===== config.mk =====
export PLATFORM = sky130hd
export DESIGN_NAME = present_drop_scheduler
export DESIGN_NICKNAME = d
export VERILOG_FILES = /design/src/rtl/present_drop_scheduler.sv
export SDC_FILE = /design/constraint.sdc
export NUM_CORES = 1
export LEC_CHECK = 0
export ABC_CLOCK_PERIOD_IN_PS = 2100
export CAP_MARGIN = 25
export CORE_MARGIN = 10
export CORE_UTILIZATION = 40
export DETAILED_ROUTE_END_ITERATION = 7
export GPL_ROUTABILITY_DRIVEN = 0
export HOLD_SLACK_MARGIN = 0.12
export MAX_ROUTING_LAYER = met4
export RECOVER_POWER = 50
export SLEW_MARGIN = 5
export SYNTH_ARGS = -nofsm -noshare
export SYNTH_HDL_FRONTEND = slang
export SYNTH_SLANG_ARGS = --single-unit

===== constraint.sdc =====
create_clock -name clk -period 2.1 [get_ports clk]
set_input_delay 0.525 -clock clk [delete_from_list [all_inputs] [get_ports clk]]
set_output_delay 0.525 -clock clk [all_outputs]
set_load 0.005 [all_outputs]

===== src/rtl/present_drop_scheduler.sv =====
// present_drop_scheduler
// Turns rope-pops-ball events into spaced present drops for the presents controller.
// A free-running 16-bit Galois LFSR gates each drop chance and picks the present type.
// Accepted chances queue in a small saturating counter. Drops are released one per
// DROP state and are separated by a cooldown that is counted in secClk pulses.
// Optional feature: define PRESENT_TYPE_BALANCE_EN so that no type repeats back-to-back.
// resetN is synchronous and active-high, despite its name.
module present_drop_scheduler #(
    parameter logic [15:0] LFSR_SEED    = 16'hACE1,
    parameter int unsigned DROP_PROB    = 4,
    parameter int unsigned COOLDOWN_SEC = 3,
    parameter int unsigned MAX_PENDING  = 3
) (
    input  logic       clk,
    input  logic       resetN,
    input  logic       secClk,
    input  logic       ballPop,
    input  logic       presentsVisible,
    output logic       dropPresent,
    output logic [2:0] nxt_present,
    output logic [1:0] pending
);

    // Taps for x^16 + x^14 + x^13 + x^11 in right-shifting Galois form.
    localparam logic [15:0] LfsrMask     = 16'hB400;
    // A 5-bit threshold lets DROP_PROB = 16 accept every chance.
    localparam logic [4:0]  DropThresh   = 5'(DROP_PROB);
    localparam logic [1:0]  MaxPending   = 2'(MAX_PENDING);
    localparam logic [3:0]  CooldownInit = 4'(COOLDOWN_SEC);

    typedef enum logic [1:0] {
        StIdle     = 2'd0,
        StDrop     = 2'd1,
        StCooldown = 2'd2
    } state_e;

    state_e      state_q;
    logic [15:0] lfsr_q;
    logic [15:0] lfsr_d;
    logic [1:0]  pending_q;
    logic [1:0]  pending_d;
    logic [3:0]  cooldown_q;
    logic [1:0]  drop_type;
    logic        accept;
    logic        drop_dec;
    logic        start_drop;

    // Next LFSR value: shift right, fold the taps in when a one falls out.
    always_comb begin
        lfsr_d = {1'b0, lfsr_q[15:1]};
        if (lfsr_q[0]) begin
            lfsr_d = lfsr_d ^ LfsrMask;
        end
    end

    // LFSR advances every clock and never stalls.
    always_ff @(posedge clk) begin
        if (resetN) begin
            lfsr_q <= LFSR_SEED;
        end else begin
            lfsr_q <= lfsr_d;
        end
    end

    // A chance is taken only when presents may appear and the queue has room;
    // a pop against a full queue is simply dropped.
    assign accept = ballPop && presentsVisible &&
                    ({1'b0, lfsr_q[3:0]} < DropThresh) &&
                    (pending_q < MaxPending);

    // The DROP cycle consumes one queued chance.
    assign drop_dec = (state_q == StDrop) && (pending_q != 2'd0);

    // Leave IDLE only when something is queued and presents are allowed.
    assign start_drop = (state_q == StIdle) && (pending_q != 2'd0) && presentsVisible;

`ifdef PRESENT_TYPE_BALANCE_EN
    logic [1:0] last_type_q;

    // Bump the raw type by one when it would repeat the previous drop.
    always_comb begin
        drop_type = lfsr_q[5:4];
        if (drop_type == last_type_q) begin
            drop_type = drop_type + 2'd1;
        end
    end

    // Remember the type that was actually issued in each DROP cycle.
    always_ff @(posedge clk) begin
        if (resetN) begin
            last_type_q <= 2'd0;
        end else if (state_q == StDrop) begin
            last_type_q <= nxt_present[1:0];
        end
    end
`else
    assign drop_type = lfsr_q[5:4];
`endif

    // Queue arithmetic: losing visibility flushes it; accept and drop together cancel.
    always_comb begin
        pending_d = pending_q;
        if (!presentsVisible) begin
            pending_d = 2'd0;
        end else if (accept && !drop_dec) begin
            pending_d = pending_q + 2'd1;
        end else if (!accept && drop_dec) begin
            pending_d = pending_q - 2'd1;
        end
    end

    // Drop FSM with registered queue, cooldown and present type.
    always_ff @(posedge clk) begin
        if (resetN) begin
            state_q     <= StIdle;
            pending_q   <= 2'd0;
            cooldown_q  <= 4'd0;
            nxt_present <= 3'd0;
        end else begin
            pending_q <= pending_d;
            unique case (state_q)
                StIdle: begin
                    if (start_drop) begin
                        state_q     <= StDrop;
                        // Type is captured here so it is valid during the drop pulse.
                        nxt_present <= {1'b0, drop_type};
                    end
                end
                StDrop: begin
                    // secClk in this cycle is ignored: the cooldown is (re)loaded.
                    if (CooldownInit == 4'd0 || !presentsVisible) begin
                        state_q    <= StIdle;
                        cooldown_q <= 4'd0;
                    end else begin
                        state_q    <= StCooldown;
                        cooldown_q <= CooldownInit;
                    end
                end
                StCooldown: begin
                    if (!presentsVisible || cooldown_q == 4'd0) begin
                        state_q    <= StIdle;
                        cooldown_q <= 4'd0;
                    end else if (secClk) begin
                        cooldown_q <= cooldown_q - 4'd1;
                    end
                end
                default: begin
                    state_q    <= StIdle;
                    cooldown_q <= 4'd0;
                end
            endcase
        end
    end

    // Moore outputs decoded from registers.
    assign dropPresent = (state_q == StDrop);
    assign pending     = pending_q;

endmodule


==> run metrics <==
status finished, final reports clean; RSZ-0062 raised after global routing false; Startpoint Class flip-flop; hpwl dp 1.437 mm; fmax roughly 0.5 GHz; H-tree lvl count 1; initial detailed-routing violation count 103; Post-Syn Nets between 100 and 150; crit path time final 1994 ps; hold wc startpoint lfsr_q[6]; die width 72.53 um; share of layout cells above drive strength 1 13.39%; DRT Wirelength 1.914 mm; Core Util, Final 51.08%; number of port buffers 9; post-synthesis sequential area ratio 47.17%; full die area 5260 um^2; Clk Latency, worst-skew pair 320 ps; VDD IR-drop max 0.0006151 V; final hold violation count 0; part of the cycle the worst path needs 94.97%; crit path launch state_q[1]; reg-to-reg setup timing slack 420 ps; initial antenna violation count 0; Starting Density 43.36%; first-pass GRT wire length 3.477 mm; Mapped Area 1104 um^2; Total Routing Usage GR under 10%; fin nets 138; RR Endpoint pending[1]; largest net degree at the start of global routing 16; CTS tree done; number of remaining DRC errors 0; Finished Layout Cells 157; count of pins over their slew limit 0; Die Y-Extent 72.53 um; Post-Synthesis Cells 115; clock slew at reported path FFs 140 ps; Final ANT Viol Nets 0; vias per std cell 5.000; Max-cap violations 0; HP Class reg -> reg; Setup crit end kind output pin; Hold WS 426.9 ps; Pleak 0.4890 nW; Placed Instances between 150 and 200; antenna cell count 0; Cell variety after synth 38; # rows 18; commonest non-fill, non-tap cell in the layout dfxtp_1; Synth Area per Inst 9.596 um^2; core area 2545 um^2; # clock sinks 26; Final Skew around 6.6 ps; post-cts hold buffer count 0; post-CTS setup buffers 0; Slew headroom approximately 63%; number of global-route vias before repair between 700 and 800; commonest cells after routing, fill and taps aside dfxtp_1 (26), clkdlybuf4s50_1 (8), nor2b_1 (7); router iterations before antenna repair 4; cell chosen for the clock root clkbuf_4; critical path peak fanout 5; pwr dens 726.0 nW/um^2; IO Pins 11; worst path arrival time 1470 ps; worst r2r src pending[0]; total global routing overflow 0; CTS buffer count 3; Worst Setup EP dropPresent; setup violators final 0; Layout Area Growth over Synthesis 17.80%; Tightest Pin Transition 557.7 ps; WL/cell between 10 and 15 um; Worst R2R Path Depth 4; CTS max path bufs 2; synthesis warning total 0; #FFs+latches synth 26; total negative slack 0 ps; Crit Path Class reg -> out; vias after detailed routing 785; CP Data Required Time 1570 ps
-- through the flow --
stage / worst slack [ps] / instance area [um^2] / total power (W)
2_1_floorplan: 407.1 / 1104 / 0.0005877
3_3_place_gp: -131.2 / 1236 / 0.0006169
3_5_place_dp: -252.5 / 1236 / 0.0006183
4_1_cts: 35.05 / 1291 / 0.0009570
5_1_grt: 12.82 / 1300 / 0.0009945
6_report: 105.7 / 1300 / 0.0009438
-- cells by family after synthesis --
kind of cell	after synthesis	share of synthesized area (%)
simple gates	44	24.04
mux	3	2.721
buf+inv	10	3.969
compound gates	21	12.13
other cells	1	0.3398
fa+ha+maj	5	5.669
xor+xnor	5	3.969
flops	26	47.17
-- worst max-delay path, cell delays in order, from the launching register on --
cell             delay, ps
dfxtp_1                340
inv_1                  130
ha_4                   170
clkdlybuf4s50_1        510
-- Yosys cell counts (all sizes together) --
cell     count  area (um^2)
a21oi        5        28.78
o221ai       1        8.760
ha           5        62.56
clkbuf       2        7.510
nand2        6        25.03
conb         1        3.750
or2          7        46.29
nand3b       3        22.52
a2111oi      1        8.760
o31ai        2        15.01
nor3b        3        27.52
buf          3        17.52
o21a         1        7.510
inv          5        18.77
a21o         1        7.510
nand2b       5        31.28
xor2         2        17.52
a21boi       2        15.01
or3          2        12.51
and3         1        6.260
nor3         1        5.000
o21ai        7        35.03
xnor2        3        26.28
nor2         6        25.03
dfxtp       26        520.5
mux2i        3        30.03
nor2b        7        43.79
or2b         1        7.510
o211ai       1        7.510
nand4        2        12.51
-- power by group --
group / leakage [nW] / internal (W) / switching, W
sequential: 0.214 / 0.000518 / 0.0000121
clock: 0.0279 / 0.000193 / 0.000143
combinational: 0.247 / 0.0000423 / 0.0000350
-- per-layer routing --
metal	up-vias	GRT usage, %	wire, um
met2	8	11.27	854
met5	-	-	0
met3	5	2.857	82
met4	0	3.797	38
li1	407	-	-
met1	365	10.46	938
-- area by class of cell --
| type | instances | area (um^2) |
|---|---|---|
| Clock inverter | 1 | 30.03 |
| Fill cell | 250 | 1245 |
| Tap cell | 30 | 37.54 |
| Inverter | 5 | 18.77 |
| Timing Repair Buffer | 13 | 112.6 |
| Clock buffer | 3 | 22.52 |
| Multi-Input combinational cell | 79 | 558.0 |
| Sequential cell | 26 | 520.5 |
-- sequential cells by signal, summed over array words and instances, names as in the netlist --
name / flops
cooldown_q: 4
nxt_present: 2
lfsr_q: 16
state_q: 2
pending: 2
-- worst min path at each step --
stage,endpoint,slack (ps),cells past startpoint
4_1_cts,lfsr_q[5],430,1
6_report,lfsr_q[5],430,1
3_5_place_dp,lfsr_q[5],400,1
2_1_floorplan,lfsr_q[5],380,1
5_1_grt,lfsr_q[5],440,1
3_3_place_gp,lfsr_q[5],390,1
-- repair_timing --
action                                  CTS  global route
endpoints found under the setup margin    1             2
gates resized for setup                   1             3
cloned                                    0             0
(Power assumes the default switching activity.)
